<file path="src/rtl/fma_feeder_pkg.sv">
// Shared definitions for the FMA feeder: register offsets,
// STATUS/CTRL bit positions and the decoded register select.
package fma_feeder_pkg;

    localparam logic [7:0] OFF_A    = 8'h00;
    localparam logic [7:0] OFF_B    = 8'h04;
    localparam logic [7:0] OFF_C    = 8'h08;
    localparam logic [7:0] OFF_RES  = 8'h0C;
    localparam logic [7:0] OFF_STAT = 8'h10;
    localparam logic [7:0] OFF_CTRL = 8'h14;

    localparam int ST_EMPTY = 0;
    localparam int ST_FULL  = 1;
    localparam int ST_BUSY  = 2;
    localparam int ST_OVF   = 3;
    localparam int ST_UDF   = 4;
    localparam int ST_CNT   = 8;

    localparam int CTRL_SUB = 0;
    localparam int CTRL_CLR = 1;

    typedef enum logic [2:0] {
        R_NONE,
        R_A,
        R_B,
        R_C,
        R_RES,
        R_STAT,
        R_CTRL
    } reg_sel_e;

endpackage

</file>
<file path="src/rtl/fp_fma_core.sv">
// Single-precision fused multiply-add, fixed latency LAT.
// Ports: clk, rst_n, valid (operand strobe), a/b/c, op (1 = a*b-c), result.
module fp_fma_core #(
    parameter int LAT = 3
) (
    input  logic        clk,
    input  logic        rst_n,
    input  logic        valid,
    input  logic [31:0] a,
    input  logic [31:0] b,
    input  logic [31:0] c,
    input  logic        op,
    output logic [31:0] result
);

    // Round-to-nearest-even, subnormals flushed to zero,
    // inf/NaN operands collapse to the canonical quiet NaN.
    function automatic logic [31:0] fma32(
        input logic [31:0] fa,
        input logic [31:0] fb,
        input logic [31:0] fc,
        input logic        fop
    );
        logic               sp, sc, sb, ss, sr;
        logic               pz, cz, p_big, stk, grd, rnd;
        logic        [23:0] ma, mb, mc;
        logic        [47:0] mp;
        logic signed [10:0] ep, ec, emax;
        logic        [10:0] diff;
        logic        [73:0] pw, cw, big, sml, lost;
        logic        [74:0] sum, nrm;
        logic        [24:0] man;
        logic        [22:0] frac;
        int                 lead, e;

        if (fa[30:23] == 8'hFF || fb[30:23] == 8'hFF ||
            fc[30:23] == 8'hFF)
            return 32'h7FC00000;

        ma = (fa[30:23] != 8'd0) ? {1'b1, fa[22:0]} : 24'd0;
        mb = (fb[30:23] != 8'd0) ? {1'b1, fb[22:0]} : 24'd0;
        mc = (fc[30:23] != 8'd0) ? {1'b1, fc[22:0]} : 24'd0;
        sp = fa[31] ^ fb[31];
        sc = fc[31] ^ fop;
        mp = ma * mb;
        pz = (mp == 48'd0);
        cz = (mc == 24'd0);

        if (pz && cz)
            return {sp & sc, 31'd0};

        // Both terms as fixed point with 72 fraction bits
        ep = 11'(fa[30:23]) + 11'(fb[30:23]) - 11'd127;
        ec = 11'(fc[30:23]);
        pw = {mp, 26'd0};
        cw = {1'b0, mc, 49'd0};

        p_big = cz || (!pz && (ep >= ec));
        emax  = p_big ? ep : ec;
        diff  = p_big ? 11'(ep - ec) : 11'(ec - ep);
        big   = p_big ? pw : cw;
        sml   = p_big ? cw : pw;
        sb    = p_big ? sp : sc;
        ss    = p_big ? sc : sp;

        // Align the smaller term; shifted-out bits jam into bit 0
        if (diff >= 11'd74) begin
            stk = |sml;
            sml = '0;
        end else begin
            lost = sml & ~({74{1'b1}} << diff);
            stk  = |lost;
            sml  = sml >> diff;
        end
        sml[0] = sml[0] | stk;

        if (sb == ss) begin
            sum = {1'b0, big} + {1'b0, sml};
            sr  = sb;
        end else if (big >= sml) begin
            sum = {1'b0, big - sml};
            sr  = sb;
        end else begin
            sum = {1'b0, sml - big};
            sr  = ss;
        end

        if (sum == 75'd0)
            return 32'd0;

        lead = 0;
        for (int i = 0; i < 75; i++)
            if (sum[i]) lead = i;

        e    = int'(emax) + lead - 72;
        nrm  = sum << (74 - lead);
        grd  = nrm[50];
        rnd  = grd & ((|nrm[49:0]) | nrm[51]);
        man  = {1'b0, nrm[74:51]} + 25'(rnd);
        frac = man[22:0];
        if (man[24]) begin
            e    = e + 1;
            frac = man[23:1];
        end

        if (e >= 255)
            return {sr, 8'hFF, 23'd0};
        if (e <= 0)
            return {sr, 31'd0};
        return {sr, 8'(e), frac};
    endfunction

    logic [31:0] pipe [LAT];

    always_ff @(posedge clk or negedge rst_n) begin
        if (!rst_n) begin
            for (int i = 0; i < LAT; i++)
                pipe[i] <= '0;
        end else begin
            if (valid)
                pipe[0] <= fma32(a, b, c, op);
            for (int i = 1; i < LAT; i++)
                pipe[i] <= pipe[i-1];
        end
    end

    assign result = pipe[LAT-1];

endmodule

</file>
<file path="src/rtl/fma_feeder_q.sv">
// Bus-mapped feeder for an FMA core with a queued result FIFO.
// Ports: clk_i, rst_ni, en_i/we_i/addr_i/data_i (access), ready_o/data_o (response).
module fma_feeder_q
    import fma_feeder_pkg::*;
#(
    parameter int              XLEN  = 32,
    parameter logic [XLEN-1:0] BASE  = 32'hC4200000,
    parameter int              DEPTH = 4,
    parameter int              LAT   = 3
) (
    input  logic            clk_i,
    input  logic            rst_ni,
    input  logic            en_i,
    input  logic            we_i,
    input  logic [XLEN-1:0] addr_i,
    input  logic [XLEN-1:0] data_i,
    output logic            ready_o,
    output logic [XLEN-1:0] data_o
);

    localparam int PW = $clog2(DEPTH);
    localparam int CW = PW + 1;

    reg_sel_e        sel;
    logic [XLEN-1:0] off;
    logic [XLEN-1:0] rdata;
    logic [XLEN-1:0] status;
    logic [XLEN-1:0] a_q;
    logic [XLEN-1:0] b_q;
    logic            sub_q;
    logic            ovf;
    logic            udf;

    logic            iss_v;
    logic            iss_op;
    logic [31:0]     iss_a;
    logic [31:0]     iss_b;
    logic [31:0]     iss_c;
    logic [31:0]     core_res;
    logic [LAT-1:0]  infl;

    logic [31:0]     mem [DEPTH];
    logic [PW-1:0]   wptr;
    logic [PW-1:0]   rptr;
    logic [CW-1:0]   count;

    logic            rd;
    logic            wr;
    logic            push;
    logic            pop;
    logic            credit;
    logic            issue;
    logic [7:0]      n_infl;
    logic [15:0]     used;

    always_comb begin
        off = addr_i - BASE;
        unique case (1'b1)
            off == XLEN'(OFF_A):    sel = R_A;
            off == XLEN'(OFF_B):    sel = R_B;
            off == XLEN'(OFF_C):    sel = R_C;
            off == XLEN'(OFF_RES):  sel = R_RES;
            off == XLEN'(OFF_STAT): sel = R_STAT;
            off == XLEN'(OFF_CTRL): sel = R_CTRL;
            default:                sel = R_NONE;
        endcase
    end

    assign rd   = en_i & ~we_i;
    assign wr   = en_i & we_i;
    assign push = infl[LAT-1];
    assign pop  = rd && (sel == R_RES) && (count != '0);

    // The issue register counts as in flight as well
    always_comb begin
        n_infl = 8'(iss_v);
        for (int i = 0; i < LAT; i++)
            n_infl = n_infl + 8'(infl[i]);
    end

    // A same-cycle pop frees a slot for this issue
    assign used   = 16'(n_infl) + 16'(count) - 16'(pop);
    assign credit = used < 16'(DEPTH);
    assign issue  = wr && (sel == R_C) && credit;

    always_comb begin
        status           = '0;
        status[ST_EMPTY] = (count == '0);
        status[ST_FULL]  = (count == CW'(DEPTH));
        status[ST_BUSY]  = (n_infl != 8'd0);
        status[ST_OVF]   = ovf;
        status[ST_UDF]   = udf;
        status[ST_CNT +: 8] = 8'(count);
    end

    always_comb begin
        rdata = '0;
        unique case (sel)
            R_A:     rdata = a_q;
            R_B:     rdata = b_q;
            R_RES:   if (count != '0) rdata = XLEN'(mem[rptr]);
            R_STAT:  rdata = status;
            default: rdata = '0;
        endcase
    end

    always_ff @(posedge clk_i or negedge rst_ni) begin
        if (!rst_ni) begin
            ready_o <= 1'b0;
            data_o  <= '0;
            a_q     <= '0;
            b_q     <= '0;
            sub_q   <= 1'b0;
            ovf     <= 1'b0;
            udf     <= 1'b0;
        end else begin
            ready_o <= en_i;
            data_o  <= rd ? rdata : '0;
            if (wr && sel == R_A)
                a_q <= data_i;
            if (wr && sel == R_B)
                b_q <= data_i;
            if (wr && sel == R_CTRL) begin
                sub_q <= data_i[CTRL_SUB];
                if (data_i[CTRL_CLR]) begin
                    ovf <= 1'b0;
                    udf <= 1'b0;
                end
            end
            if (wr && sel == R_C && !credit)
                ovf <= 1'b1;
            if (rd && sel == R_RES && count == '0)
                udf <= 1'b1;
        end
    end

    always_ff @(posedge clk_i or negedge rst_ni) begin
        if (!rst_ni) begin
            iss_v  <= 1'b0;
            iss_op <= 1'b0;
            iss_a  <= '0;
            iss_b  <= '0;
            iss_c  <= '0;
            infl   <= '0;
        end else begin
            iss_v <= issue;
            if (issue) begin
                iss_a  <= a_q[31:0];
                iss_b  <= b_q[31:0];
                iss_c  <= data_i[31:0];
                iss_op <= sub_q;
            end
            infl[0] <= iss_v;
            for (int i = 1; i < LAT; i++)
                infl[i] <= infl[i-1];
        end
    end

    always_ff @(posedge clk_i or negedge rst_ni) begin
        if (!rst_ni) begin
            wptr  <= '0;
            rptr  <= '0;
            count <= '0;
        end else begin
            if (push)
                wptr <= wptr + PW'(1);
            if (pop)
                rptr <= rptr + PW'(1);
            count <= count + CW'(push) - CW'(pop);
        end
    end

    always_ff @(posedge clk_i) begin
        if (push)
            mem[wptr] <= core_res;
    end

    fp_fma_core #(
        .LAT (LAT)
    ) u_core (
        .clk    (clk_i),
        .rst_n  (rst_ni),
        .valid  (iss_v),
        .a      (iss_a),
        .b      (iss_b),
        .c      (iss_c),
        .op     (iss_op),
        .result (core_res)
    );

endmodule

</file>
<file path="config.mk">
export PLATFORM = sky130hd
export DESIGN_NAME = fma_feeder_q
export DESIGN_NICKNAME = d
export VERILOG_FILES = /design/src/rtl/fma_feeder_pkg.sv /design/src/rtl/fp_fma_core.sv /design/src/rtl/fma_feeder_q.sv
export SDC_FILE = /design/constraint.sdc
export NUM_CORES = 2
export LEC_CHECK = 0
export CELL_PAD_IN_SITES_DETAIL_PLACEMENT = 2
export CELL_PAD_IN_SITES_GLOBAL_PLACEMENT = 2
export CORE_MARGIN = 2
export CORE_UTILIZATION = 37
export CTS_CLUSTER_DIAMETER = 60
export DETAILED_ROUTE_END_ITERATION = 7
export PLACE_DENSITY = 0.79
export SLEW_MARGIN = 30
export SYNTH_ARGS = -nofsm -noshare
export SYNTH_HDL_FRONTEND = slang
export SYNTH_SLANG_ARGS = --single-unit
</file>
<file path="constraint.sdc">
create_clock -name clk_i -period 20.5 [get_ports clk_i]
set_input_delay 4.1 -clock clk_i [delete_from_list [all_inputs] [get_ports clk_i]]
set_output_delay 4.1 -clock clk_i [all_outputs]
set_load 0.03 [all_outputs]
</file>
==> results.sh, run 1 <==
export IMPL_status="did not finish"
export IMPL_haltStage="5_1_grt"
export IMPL_error="[ERROR GRT-0116] Global routing finished with congestion. Check the congestion regions in the DRC Viewer."
export IMPL_ys_flop_type="dfrtp_1"
export IMPL_ys_warnings_count=0
export IMPL_numCtsBuffers=42
export IMPL_rows=155
export IMPL_synth_distinct_cells=147
export IMPL_syn_area_mm2=0.0662
export IMPL_synth_edff_count=128
export IMPL_async_flop_share_pct=70.4
export IMPL_initial_core_util_pct=37.2
export IMPL_gp_congestion=1.05
export IMPL_cts_sinks=432
export IMPL_io_pins=101
export IMPL_synth_cells=7952
export IMPL_syn_area_per_cell_um2=8.33
export IMPL_grt_pass1_vias=112577
export IMPL_grt_max_degree=184
export IMPL_die_w_um=427
export IMPL_overflow=880
export IMPL_h_tree_depth=2
export IMPL_dp_hpwl_um=379000
export IMPL_clk_root_buffer_cell="clkbuf_16"
export IMPL_ys_ff_latch=432
export IMPL_synthesis_nets=8888
export IMPL_place_area_mm2=0.0865
export IMPL_portBuffers=100
export IMPL_die_y_um=427
export IMPL_grt_pass1_wl_um=974000
export IMPL_track_usage_pct=73.7
export IMPL_synth_seq_area_share_pct=17.3
export IMPL_clk_path_buf_depth=3
-- per-stage QoR --
| step | instances | setup slack (ns) | hold WS, ns | utilization (%) | TNS [ns] |
|---|---|---|---|---|---|
| floorplan | 7952 | 0.704 | 0.331 | - | 0 |
| global placement | 12189 | -1.74 | 0.333 | 48.5 | -51.81 |
| CTS | 12373 | -0.515 | 0.354 | 51.5 | -13.06 |
| detailed placement | 12191 | -3.38 | 0.341 | 48.5 | -100.88 |
-- cells by family after synthesis --
| family | after synthesis | synth area share (%) |
|---|---|---|
| buffers and inverters | 1258 | 7.85 |
| flip-flops | 432 | 17.3 |
| AO/OA/AOI/OAI | 2021 | 21.4 |
| multiplexers | 480 | 8.40 |
| adder cells (fa/ha/maj) | 868 | 22.0 |
| AND/OR/NAND/NOR | 2747 | 21.1 |
| XOR/XNOR | 146 | 1.96 |
-- metal layers --
layer | track usage, % | GRT overflow
met5 | 28.3 | 3
met4 | 70.9 | 326
met3 | 55.8 | 32
met2 | 91.1 | 503
met1 | 75.4 | 16
-- cell usage after synthesis, types with 99 or more instances --
cell type / count / area (um^2)
clkbuf_1: 363 / 1360
nor2_1: 566 / 2120
inv_1: 695 / 2610
a211oi_1: 123 / 923
and2_1: 119 / 744
nand3_1: 207 / 1040
mux2_2: 215 / 2420
a21oi_1: 488 / 2440
nand4_1: 104 / 651
nand2_1: 700 / 2630
mux2i_1: 217 / 2170
and3_1: 437 / 2730
o21ai_0: 315 / 1580
dfrtp_1: 304 / 7610
a21o_1: 99 / 743
ha_1: 377 / 4720
fa_1: 491 / 9830
edfxtp_1: 128 / 3840
nor3_1: 175 / 876
-- timing repair --
action | 4_1_cts
buffers inserted | 96
resized for setup | 645
setup endpoints to repair | 31
cloned | 8
pin swaps | 217
hold buffers | 0
==> inputs of run 2 (changes only) <==
CELL_PAD_IN_SITES_DETAIL_PLACEMENT = default   (was 2)
CELL_PAD_IN_SITES_GLOBAL_PLACEMENT = default   (was 2)
CORE_UTILIZATION = 25   (was 37)
CTS_CLUSTER_DIAMETER = default   (was 60)
PLACE_DENSITY = default   (was 0.79)
PLACE_DENSITY_LB_ADDON = 0.15   (was default)
clock period = 26.7 ns   (was 20.5 ns; I/O delays follow)
==> results.sh, run 2 <==
export IMPL_power_total_uw=1340
export IMPL_firstDrtPassIters=8
export IMPL_tns_ns=0
export IMPL_grt_pass1_vias=64587
export IMPL_setup_viol=0
export IMPL_critPathMaxFanout=97
export IMPL_status="finished, violations left"
export IMPL_synth_area_leader_cell="fa_1"
export IMPL_fp_coreArea_mm2=0.263
export IMPL_largest_reg_flops=128
export IMPL_powerDensity_mw_per_mm2=18.2
export IMPL_startpoint_type="register"
export IMPL_dieArea_mm2=0.269
export IMPL_die_w_um=519
export IMPL_nNetsFinal=8798
export IMPL_fin_crit_sh_pct=96.4
export IMPL_cts_sinks=432
export IMPL_cp_arrival_ns=26.20
export IMPL_min_period_ns=25.73
export IMPL_synth_seq_area_share_pct=17.3
export IMPL_finalHoldViolCount=0
export IMPL_p_leak_uw=0.0311
export IMPL_vias=64793
export IMPL_maxSlewViolCount=0
export IMPL_clk_path_buf_depth=3
export IMPL_slew_headroom_pct=29.0
export IMPL_syn_to_final_growth_pct=11.1
export IMPL_io_pins=101
export IMPL_max_cap_viol_count=0
export IMPL_initial_core_util_pct=25.2
export IMPL_final_common_cell="nand2_1"
export IMPL_largest_register="mem"
export IMPL_cts_tree="done"
export IMPL_cts_hold_buf=0
export IMPL_ys_ff_latch=432
export IMPL_synthesis_nets=8888
export IMPL_drt_initial_drc_count=6826
export IMPL_overflow=0
export IMPL_h_tree_depth=2
export IMPL_wl_per_cell_um=29.4
export IMPL_grt_max_degree=117
export IMPL_crit_path_max_incr_delay_ns=0.69
export IMPL_track_usage_pct=24.0
export IMPL_dp_hpwl_um=271000
export IMPL_ir_worst_vdd_v=0.0000353
export IMPL_hp_class="reg2reg"
export IMPL_rows=188
export IMPL_synth_top_cell_area_share_pct=14.8
export IMPL_internal_power_uw=1050
export IMPL_fin_ws_ns=0.966
export IMPL_placed_cells=11326
export IMPL_syn_area_mm2=0.0662
export IMPL_final_cells=11416
export IMPL_clk_root_buffer_cell="clkbuf_16"
export IMPL_violations="DRC"
export IMPL_dp_slack_ns=0.676
export IMPL_synth_cells=7952
export IMPL_synth_distinct_cells=147
export IMPL_cpMaxStageDelayCell="a2111oi_4"
export IMPL_crit_top_cell="inv_1"
export IMPL_avgViaCountPerCell=5.68
export IMPL_antenna_left=0
export IMPL_syn_area_per_cell_um2=8.33
export IMPL_rsz0062_at_grt="false"
export IMPL_numCtsBuffers=43
export IMPL_grt_pass1_wl_um=481000
export IMPL_cp_data_required_time_ns=27.17
export IMPL_drive_above_1_share_pct=11.2
export IMPL_drt_wl_total_um=336000
export IMPL_synth_commonest_cells="700 x nand2_1, 695 x inv_1, 566 x nor2_1, 491 x fa_1, 488 x a21oi_1"
export IMPL_die_y_um=519
export IMPL_gp_congestion=1.00
export IMPL_ys_warnings_count=0
export IMPL_async_flop_share_pct=70.4
export IMPL_synth_edff_count=128
export IMPL_cp_end_kind="register"
export IMPL_final_cell_mix="698 x nand2_1, 695 x inv_1, 561 x nor2_1"
export IMPL_comb_power_share_pct=2.1
export IMPL_max_freq_mhz=38.9
export IMPL_final_core_utilization_pct=28.0
export IMPL_p_switching_uw=287
export IMPL_insertion_delay_ns=0.58
export IMPL_finalClockSkew_ns=0.0240
export IMPL_swShare_pct=21.4
export IMPL_drcViolationCount=1
export IMPL_p_seq_share_pct=50.6
export IMPL_synth_area_top_cells="fa_1 15%, dfrtp_1 11%, ha_1 7.1%, edfxtp_1 5.8%, and3_1 4.1%"
export IMPL_tightestPinTransition_ns=1.04
export IMPL_antenna_found_initial=17
export IMPL_largestRegisters="mem x128, u_core.pipe x64"
export IMPL_yosysMostFrequentCell="nand2_1"
export IMPL_worstSetupPathType="reg2reg"
export IMPL_ys_flop_type="dfrtp_1"
export IMPL_clk_pin_slew_ns=0.06
export IMPL_p_clk_share_pct=47.3
export IMPL_portBuffers=100
run 2: cell counts after synthesis:
No cell type changed its count.
run 2: area by class of cell:
| class | count | area [um^2] |
|---|---|---|
| Clock inverter | 11 | 150 |
| Inverter | 703 | 2640 |
| Tap cell | 3515 | 4400 |
| Clock buffer | 68 | 1300 |
| Fill cell | 28578 | 189000 |
| Antenna cell | 5 | 12.5 |
| Multi-Input combinational cell | 6266 | 50100 |
| Sequential cell | 432 | 11500 |
| Timing Repair Buffer | 416 | 3550 |
run 2: worst max-delay path, delay by kind of cell (launching register included):
family,cells,cell delay [ns]
AOI/OAI and AO/OA,33,10.26
and+or+nand+nor,18,5.30
adders and majority gates,10,4.66
buffers and inverters,14,2.40
muxes,5,1.92
xor gates and xnor gates,1,0.51
DFF,1,0.41
run 2: routing by layer:
| layer | vias to the layer above | track usage [%] | wire length, um | share of wire [%] |
|---|---|---|---|---|
| met3 | 545 | 2.34 | 20100 | 6.0 |
| li1 | 28489 | - | - | - |
| met5 | - | 0 | 23 | 0.0068 |
| met1 | 32943 | 32.9 | 148000 | 44 |
| met4 | 4 | 9.87 | 16700 | 5.0 |
| met2 | 2812 | 38.3 | 151000 | 45 |
run 2: cell families after synthesis:
| family | share of synthesized area (%) |
|---|---|
| simple gates | 21.1 |
| compound gates | 21.4 |
| buf+inv | 7.85 |
| fa+ha+maj | 22.0 |
| mux | 8.40 |
| flops | 17.3 |
| xor+xnor | 1.96 |
run 2: power groups by stage:
stage | Clock, uW | Sequential [uW] | Combinational (uW)
after floorplan | 0 | 691 | 2.15
after global placement | 0 | 691 | 27.9
after detailed placement | 0 | 691 | 28.5
after CTS | 653 | 678 | 28.6
after global routing | 682 | 678 | 31.2
final | 635 | 678 | 28.1
run 2: what timing repair did:
action,in CTS,in global routing
setup endpoints to repair,0,31
buffers inserted,0,1
gates resized for setup,0,14
run 2: per-stage QoR:
stage               area (um^2)  hold WS (ns)
CTS                       73400         0.349
finish                    73600         0.345
detailed placement        71900         0.336
global placement          71800         0.334
global route              73600         0.351
floorplan                 66200         0.331
run 2: final timing paths:
path,to,slack [ns],start,cells past startpoint
min in group asynchronous,data_o[2]$_DFF_PN0_,4.68,rst_ni,1
setup reg to reg,u_core.pipe[73]$_DFFE_PN0P_,0.97,iss_b[25]$_DFFE_PN0P_,81
hold reg to reg,u_core.result[26]$_DFF_PN0_,0.35,u_core.pipe[58]$_DFF_PN0_,0
setup / recovery,u_core.pipe[73]$_DFFE_PN0P_,0.97,iss_b[25]$_DFFE_PN0P_,81
hold / removal,u_core.result[26]$_DFF_PN0_,0.35,u_core.pipe[58]$_DFF_PN0_,0
max in group asynchronous,iss_b[13]$_DFFE_PN0P_,20.47,rst_ni,3
No activity file was read; power rests on OpenSTA's default activity.
